===== src/rtl/register_pkg.sv =====
// Shared types for the shadow-flag save/restore unit: FSM state encoding and the
// {x,y} flag pair held on the LIFO.
package register_pkg;

  typedef enum logic {
    ST_IDLE    = 1'b0,
    ST_RESTORE = 1'b1
  } shadow_state_t;

  typedef struct packed {
    logic x;
    logic y;
  } flag_pair_t;

endpackage


===== src/rtl/register_shadow_lifo.sv =====
// DEPTH-entry LIFO of flag pairs with occupancy count; push/pop are ignored when
// full/empty respectively so the pointer never wraps.
module register_shadow_lifo
  import register_pkg::*;
#(
  parameter int unsigned DEPTH = 4,
  parameter int unsigned CW    = $clog2(DEPTH + 1)
) (
  input  logic          Clk,
  input  logic          notReset,
  input  logic          i_push,
  input  logic          i_pop,
  input  flag_pair_t    i_data,
  output flag_pair_t    o_top,
  output logic [CW-1:0] o_count,
  output logic          o_full,
  output logic          o_empty
);

  localparam int unsigned AW = (DEPTH > 1) ? $clog2(DEPTH) : 1;

  flag_pair_t    r_mem [DEPTH];
  logic [CW-1:0] r_count;
  logic [CW-1:0] w_top_ptr;
  logic [AW-1:0] w_wr_idx;
  logic [AW-1:0] w_top_idx;
  logic          w_push;
  logic          w_pop;

  assign o_full    = (r_count == CW'(DEPTH));
  assign o_empty   = (r_count == '0);
  assign w_push    = i_push & ~o_full;
  assign w_pop     = i_pop & ~o_empty;
  assign w_top_ptr = r_count - CW'(1);
  assign w_wr_idx  = r_count[AW-1:0];
  assign w_top_idx = w_top_ptr[AW-1:0];
  assign o_top     = r_mem[w_top_idx];
  assign o_count   = r_count;

  // Storage is intentionally not reset; only Count defines valid entries.
  always_ff @(posedge Clk) begin
    if (w_push) begin
      r_mem[w_wr_idx] <= i_data;
    end
  end

  always_ff @(posedge Clk or negedge notReset) begin
    if (!notReset) begin
      r_count <= '0;
    end else if (w_push && !w_pop) begin
      r_count <= r_count + CW'(1);
    end else if (w_pop && !w_push) begin
      r_count <= r_count - CW'(1);
    end
  end

endmodule


===== src/rtl/register_shadow_flags.sv =====
// Shadow-flag save/restore unit: pushes {F_X,F_Y} on exception entry and, on
// return, pops the pair and drives a one-cycle restore strobe to the flag bank.
module register_shadow_flags
  import register_pkg::*;
#(
  parameter int unsigned DEPTH = 4,
  parameter int unsigned CW    = $clog2(DEPTH + 1)
) (
  input  logic          Clk,
  input  logic          notReset,
  input  logic          F_X,
  input  logic          F_Y,
  input  logic          Ex_Enter,
  input  logic          Ex_Return,
  output logic          notShadowF_X,
  output logic          notShadowF_Y,
  output logic          PR_Ex,
  output logic          notPR_Ex,
  output logic          Ack,
  output logic          Busy,
  output logic [CW-1:0] Count,
  output logic          Overflow,
  output logic          Underflow
);

  shadow_state_t r_state;
  shadow_state_t w_state_nxt;
  logic          r_ns_x;
  logic          r_ns_y;
  logic          r_uf_ack;
  logic          r_overflow;
  logic          r_underflow;
  flag_pair_t    w_push_data;
  flag_pair_t    w_top;
  logic          w_full;
  logic          w_empty;
  logic          w_idle;
  logic          w_ret_acc;
  logic          w_pop;
  logic          w_uf;
  logic          w_ovf;

  assign w_idle      = (r_state == ST_IDLE);
  assign w_push_data = '{x: F_X, y: F_Y};

  // A pending underflow Ack blocks re-acceptance of the still-held return level.
  assign w_ret_acc = w_idle & Ex_Return & ~Ex_Enter & ~r_uf_ack;
  assign w_pop     = w_ret_acc & ~w_empty;
  assign w_uf      = w_ret_acc & w_empty;
  assign w_ovf     = Ex_Enter & w_full;

  register_shadow_lifo #(
    .DEPTH (DEPTH),
    .CW    (CW)
  ) u_lifo (
    .Clk      (Clk),
    .notReset (notReset),
    .i_push   (Ex_Enter),
    .i_pop    (w_pop),
    .i_data   (w_push_data),
    .o_top    (w_top),
    .o_count  (Count),
    .o_full   (w_full),
    .o_empty  (w_empty)
  );

  always_comb begin
    w_state_nxt = r_state;
    unique case (r_state)
      ST_IDLE:    if (w_pop) w_state_nxt = ST_RESTORE;
      ST_RESTORE: w_state_nxt = ST_IDLE;
      default:    w_state_nxt = ST_IDLE;
    endcase
  end

  always_ff @(posedge Clk or negedge notReset) begin
    if (!notReset) begin
      r_state <= ST_IDLE;
    end else begin
      r_state <= w_state_nxt;
    end
  end

  always_ff @(posedge Clk or negedge notReset) begin
    if (!notReset) begin
      r_ns_x      <= 1'b1;
      r_ns_y      <= 1'b1;
      r_uf_ack    <= 1'b0;
      r_overflow  <= 1'b0;
      r_underflow <= 1'b0;
    end else begin
      if (w_pop) begin
        r_ns_x <= ~w_top.x;
        r_ns_y <= ~w_top.y;
      end
      r_uf_ack <= w_uf;
      if (w_ovf) r_overflow <= 1'b1;
      if (w_uf)  r_underflow <= 1'b1;
    end
  end

  // Both strobe rails derive from the single state flop.
  assign PR_Ex        = (r_state == ST_RESTORE);
  assign notPR_Ex     = ~PR_Ex;
  assign Busy         = PR_Ex;
  assign Ack          = PR_Ex | r_uf_ack;
  assign notShadowF_X = r_ns_x;
  assign notShadowF_Y = r_ns_y;
  assign Overflow     = r_overflow;
  assign Underflow    = r_underflow;

endmodule

===== config.mk =====
export PLATFORM = sky130hd
export DESIGN_NAME = register_shadow_flags
export DESIGN_NICKNAME = d
export VERILOG_FILES = /design/src/rtl/register_pkg.sv /design/src/rtl/register_shadow_lifo.sv /design/src/rtl/register_shadow_flags.sv
export SDC_FILE = /design/constraint.sdc
export NUM_CORES = 1
export LEC_CHECK = 0
export BUFFER_PORTS_ARGS = -buffer_cell sky130_fd_sc_hd__buf_2
export CORE_AREA = 2 2 41 51
export DETAILED_ROUTE_END_ITERATION = 6
export DIE_AREA = 0 0 43 53
export PLACE_DENSITY = 0.68
export RECOVER_POWER = 100
export SLEW_MARGIN = 10
export SYNTH_ARGS = -nofsm -noshare
export SYNTH_HDL_FRONTEND = slang
export SYNTH_SLANG_ARGS = --single-unit

===== constraint.sdc =====
create_clock -name Clk -period 1.9 [get_ports Clk]
set_clock_uncertainty 0.2 [all_clocks]
set_input_delay 0.38 -clock Clk [delete_from_list [all_inputs] [get_ports Clk]]
set_output_delay 0.38 -clock Clk [all_outputs]
set_load 0.05 [all_outputs]

# Yosys cells after proc, flatten, opt, wreduce, memory -nomap -nowiden
# Memory sizes are Yosys's and may differ from the RTL's.
# Index checks and enable logic that the tools add are counted.
# W data, S select, Z words.
[totals]
memories = 1
register_bits = 9
in_bits = 6
ram_bits = 8
out_inout_bits = 11
[memory_table]
columns = ["memory", "depth", "word_bits", "rd", "rd_ports_with_merged_regs", "wr", "line", "source"]
rows = [
  ["u_lifo.r_mem", 4, 2, 1, 0, 1, "register_shadow_lifo.sv:22", "flag_pair_t r_mem [DEPTH];"],
]
[op_classes]
mux = 6
bitwise_logic = 16
n_eq_ne = 1
reduce_logical = 6
addsub = 2
[ops]
columns = ["op", "n"]
rows = [
  ["$and A1 B1 Y1", 8],
  ["$not A1 Y1", 7],
  ["$mux W3", 2],
  ["$add A3 B1 Y3 const B", 1],
  ["$eq A3 B3 Y1 const B", 1],
  ["$logic_not A3 Y1", 1],
  ["$mux W1", 3],
  ["$sub A3 B1 Y3 const B", 1],
  ["$logic_and A1 B1 Y1", 2],
  ["$logic_not A1 Y1", 2],
  ["$pmux W1 S2", 1],
  ["$reduce_bool A2 Y1", 1],
  ["$or A1 B1 Y1", 1],
]

# Logic depth before layout (Yosys ltp)
[depth]
word_depth = 9
ltp_mapped = 8

# Modules after synthesis
# From an unflattened synthesis, not the netlist that was laid out.
[unflattened]
cells_unflattened = 57
area_unflattened_um2 = 809.5
[modules_own_cells]
columns = ["mod", "area_per_inst_um2", "cells_per_inst", "n_inst"]
rows = [
  ["register_shadow_lifo", 550.5, 37, 1],
  ["register_shadow_flags", 259.0, 20, 1],
]

# Least setup slack after synthesis
# No wires, ideal clock.
[synth_timing]
path_type = "reg2reg"
startpoint = "register u_lifo.r_count[0] (netlist: u_lifo.o_count[0])"
endpoint = "register u_lifo.r_count[2] (netlist: u_lifo.o_count[2])"
arrival_ps = 2002
required_ps = 1554
period_less_slack_ps = 2347
slack_ps = -447
path_stages_with_launch = 9
path_buffers = 0
cell_sequence = "dfrtp_1 inv_1 ha_1 nand2b_1 nand2_1 ha_1 mux2i_1 nor2_1 xor2_1"
[synth_between]
elab_chain_len = 7
elab_cells_between_ends = 16
cone_classes = "2 x add/sub; 1 x eq/ne; 2 x mux; 5 x bitwise; 6 x reduce/logical"
[synth_rtl]
columns = ["item", "line", "source"]
rows = [
  ["from (decl)", "register_shadow_lifo.sv:23", "logic [CW-1:0] r_count;"],
  ["from (signal assigned)", "register_shadow_lifo.sv:51", "r_count <= r_count + CW'(1);"],
  ["from (signal assigned)", "register_shadow_lifo.sv:53", "r_count <= r_count - CW'(1);"],
  ["$logic_not A3 Y1", "register_shadow_lifo.sv:31", "assign o_empty = (r_count == '0);"],
  ["$not A1 Y1", "register_shadow_lifo.sv:33, register_shadow_flags.sv:48", ""],
  ["$and A1 B1 Y1", "register_shadow_flags.sv:48", "assign w_pop = w_ret_acc & ~w_empty;"],
  ["$and A1 B1 Y1", "register_shadow_lifo.sv:33", "assign w_pop = i_pop & ~o_empty;"],
  ["$logic_not A1 Y1", "register_shadow_lifo.sv:50", "end else if (w_push && !w_pop) begin"],
  ["$logic_and A1 B1 Y1", "register_shadow_lifo.sv:50", ""],
  ["$mux W3 / $reduce_bool A2 Y1 (equally long branches)", "--", ""],
]
# Several ways; a longest one is shown, not always the timed one. The select of a mux whose other input is x is not followed.
# A chain may end at the register's enable or synchronous reset.

# Worst setup path after layout
# Same ends and word-level chain as after synthesis.

==> run summary <==
Max-Cap Viols -> 0
Synthesized area per cell -> 14.4 um^2
Worst Setup Start Kind -> flop
Syn Inst Count -> 54
Vias in the first global route -> 463
Vias per Instance -> 4.92
Cell variety after synth -> 22
Initial detailed-routing violation count -> 0
Async set-reset flop share out of synthesis -> 52.9%
Critical path arrival -> 1770 ps
Synth Flop Type -> edfxtp_1
Setup Viol. Count Final -> 0
Sw Ratio -> 46.3%
N_diodes -> 0
RSZ-0062 raised after global routing -> no
VDD IR max -> 877 uV
Area delta synth->final -> 22.4%
Worst Reg2Reg Path Length in Cells -> 8
Int Pwr -> 0.906 mW
Max Buffers Root-to-Sink -> 2
Final Hold Vio Count -> 0
Non-filler cells, final -> 95
Vias -> 467
Fraction of the yosys area taken by sequential cells -> 60.2%
Final sum of negative setup slack -> 0 ps
Layout cells sized above 1 -> 43.4%
Resized cells post-CTS -> 0
Worst-path clk slew -> 90 ps
Hold Buf Count CTS -> 1
CP Capture Point -> u_lifo.o_count[2]$_DFFE_PN0P_
PwrDens -> 1770 mW/mm^2
CTS tree -> done
# placed instances -> 90
Net Switching -> 0.780 mW
Post-CTS Setup Inserts -> 0
Critical path class -> reg -> reg
Pin count of the biggest net entering global routing -> 11
R2R Path Start -> u_lifo.o_count[0]$_DFFE_PN0P_
Final #Nets -> 89
Io pins -> 17
Number of port buffers -> 16
Final worst path period need -> 1800 ps
CTS Sinks -> 17
Initial DRT Pass Iterations -> 1
Die Height -> 53 um
Cts bufs inserted -> 3
Clock Power Share -> 10.9%
Synthesis-stage register bit count -> 17
FMAX -> 555 MHz
Antenna violations before repair -> 0
Overall power -> 1.69 mW
Setup crit end kind -> flop
Initial core utilization -> 43.5%
Post-DRT Antenna Nets -> 0
Fin crit share -> 94.8%
GP Congestion -> 0.797
Gr ovfl total -> 0
Syn Nets -> 66
Final HPWL DP -> 953 um
Die width -> 43 um
Slew margin rel. -> 61.0%
CP startpoint -> u_lifo.o_count[0]$_DFFE_PN0P_
Comb power frac -> 53.5%
Die Footprint -> 0.00228 mm^2
DRC Markers -> 0
Worst Hold Class -> in -> reg
Layout Utilization -> 53.2%
Worst slew pin tran -> 587 ps
Worst skew pair latency -> 280 ps
Post-Syn Area -> 777 um^2
Status -> completed
Sequential fraction of design power -> 35.5%
H-tree Lvls -> 1
# rows -> 17
WP data required -> 1870 ps
Wirelength per Cell -> 12.7 um
Internal reg-to-reg setup slack -> 100 ps
Pins Over Slew Limit -> 0
Worst hold slack -> 169 ps
Final WL -> 1.21 mm
Leak pwr -> 0.397 nW
Crit Path Max Fanout -> 7
Post-synth EDFFs -> 8
First-pass GRT wire length -> 2.04 mm
All-Layer GR Usage -> 13.4%
Core Region -> 0.00179 mm^2
Worst r2r dst -> u_lifo.o_count[2]$_DFFE_PN0P_
Clock Tree Root -> clkbuf_4
Warnings from Yosys -> 0
-- per-layer routing --
layer / vias up / share of wire (%) / GRT usage (%)
li1: 233 / - / -
met1: 218 / 43 / 13.8
met2: 14 / 50 / 22.2
met3: 2 / 4.0 / 2.05
met4: 0 / 3.4 / 13.6
met5: - / 0 / 0
-- power groups by stage --
stage	Sequential [mW]	Combinational, mW	Clock (mW)
floorplan	0.889	0.436	0
global placement	0.604	0.913	0
detailed placement	0.607	0.923	0
CTS	0.600	0.928	0.193
global route	0.614	0.966	0.213
finish	0.599	0.903	0.184
-- worst min path at each step --
| stage | start | end | cells past startpoint |
|---|---|---|---|
| after floorplan | notReset | Busy$_DFF_PN0_ | 0 |
| after global placement | notReset | r_uf_ack$_DFF_PN0_ | 1 |
| after detailed placement | notReset | r_uf_ack$_DFF_PN0_ | 1 |
| after CTS | F_Y | u_lifo.r_mem[1][0]$_DFFE_PP_ | 1 |
| after global routing | F_Y | u_lifo.r_mem[0][0]$_DFFE_PP_ | 1 |
| final | F_X | u_lifo.r_mem[1][1]$_DFFE_PP_ | 1 |
-- cells in the mapped netlist (2+ instances only) --
cell type  n  area [um^2]
edfxtp_1   8          240
dfrtp_1    7          175
ha_1       6         75.1
inv_1      4         15.0
a21oi_1    3         15.0
and2_1     3         18.8
a31oi_1    2         12.5
dfstp_2    2         52.6
mux4_2     2         45.0
nand2_1    2         7.51
nor2_1     2         7.51
or2_1      2         12.5
xor2_1     2         17.5
-- critical path, cell delays in order (launching register included) --
cell      delay [ps]
dfrtp_4          490
inv_2             80
ha_2             220
nand2b_4          90
nand2_2          100
ha_4             150
mux2i_1          170
nor2_1            60
xor2_1           130
-- area by class of cell --
class	count	area, um^2
repair buffers	19	95.1
clock inverters	1	5.00
clock buffers	3	22.5
flip-flops and latches	17	474
well taps	19	23.8
multi-input cells	31	312
fillers	174	836
inverters	5	18.8
-- cells by family (layout without fill, tap and decap cells) --
kind of cell / Yosys count / count (layout) / share of synthesized area, %
muxes: 3 / 3 / 7.08
buffers and inverters: 6 / 28 / 3.38
and+or+nand+nor: 12 / 12 / 11.0
adders and majority gates: 6 / 6 / 9.66
xor gates and xnor gates: 3 / 3 / 3.38
AOI/OAI and AO/OA: 7 / 7 / 5.31
DFF: 17 / 17 / 60.2
-- sequential cells by signal, indices dropped and copies added, names as in the netlist --
register / count
notShadowF_Y: 1
r_uf_ack: 1
Busy: 1
notShadowF_X: 1
Underflow: 1
Overflow: 1
u_lifo.o_count: 3
u_lifo.r_mem: 8
-- layout by cell type (no fill, tap or decap), drive strengths merged --
cell type / n
clkinv: 1
dfstp: 2
and2: 3
nor2b: 1
edfxtp: 8
a21oi: 3
inv: 5
or2: 2
nor2: 2
xnor2: 1
a31o: 1
dfrtp: 7
mux2i: 1
mux4: 2
buf: 3
o21ai: 1
nor4b: 1
xor2: 2
ha: 6
nand2: 2
a31oi: 2
clkbuf: 18
dlygate4sd3: 1
nand2b: 1
-- metrics by stage --
stage	setup slack [ps]	area [um^2]
after floorplan	0.256	812
after detailed placement	99.6	923
after global routing	6.97	951
final	98.1	951
after CTS	87.2	961
after global placement	115	923
(Power assumes the default switching activity.)
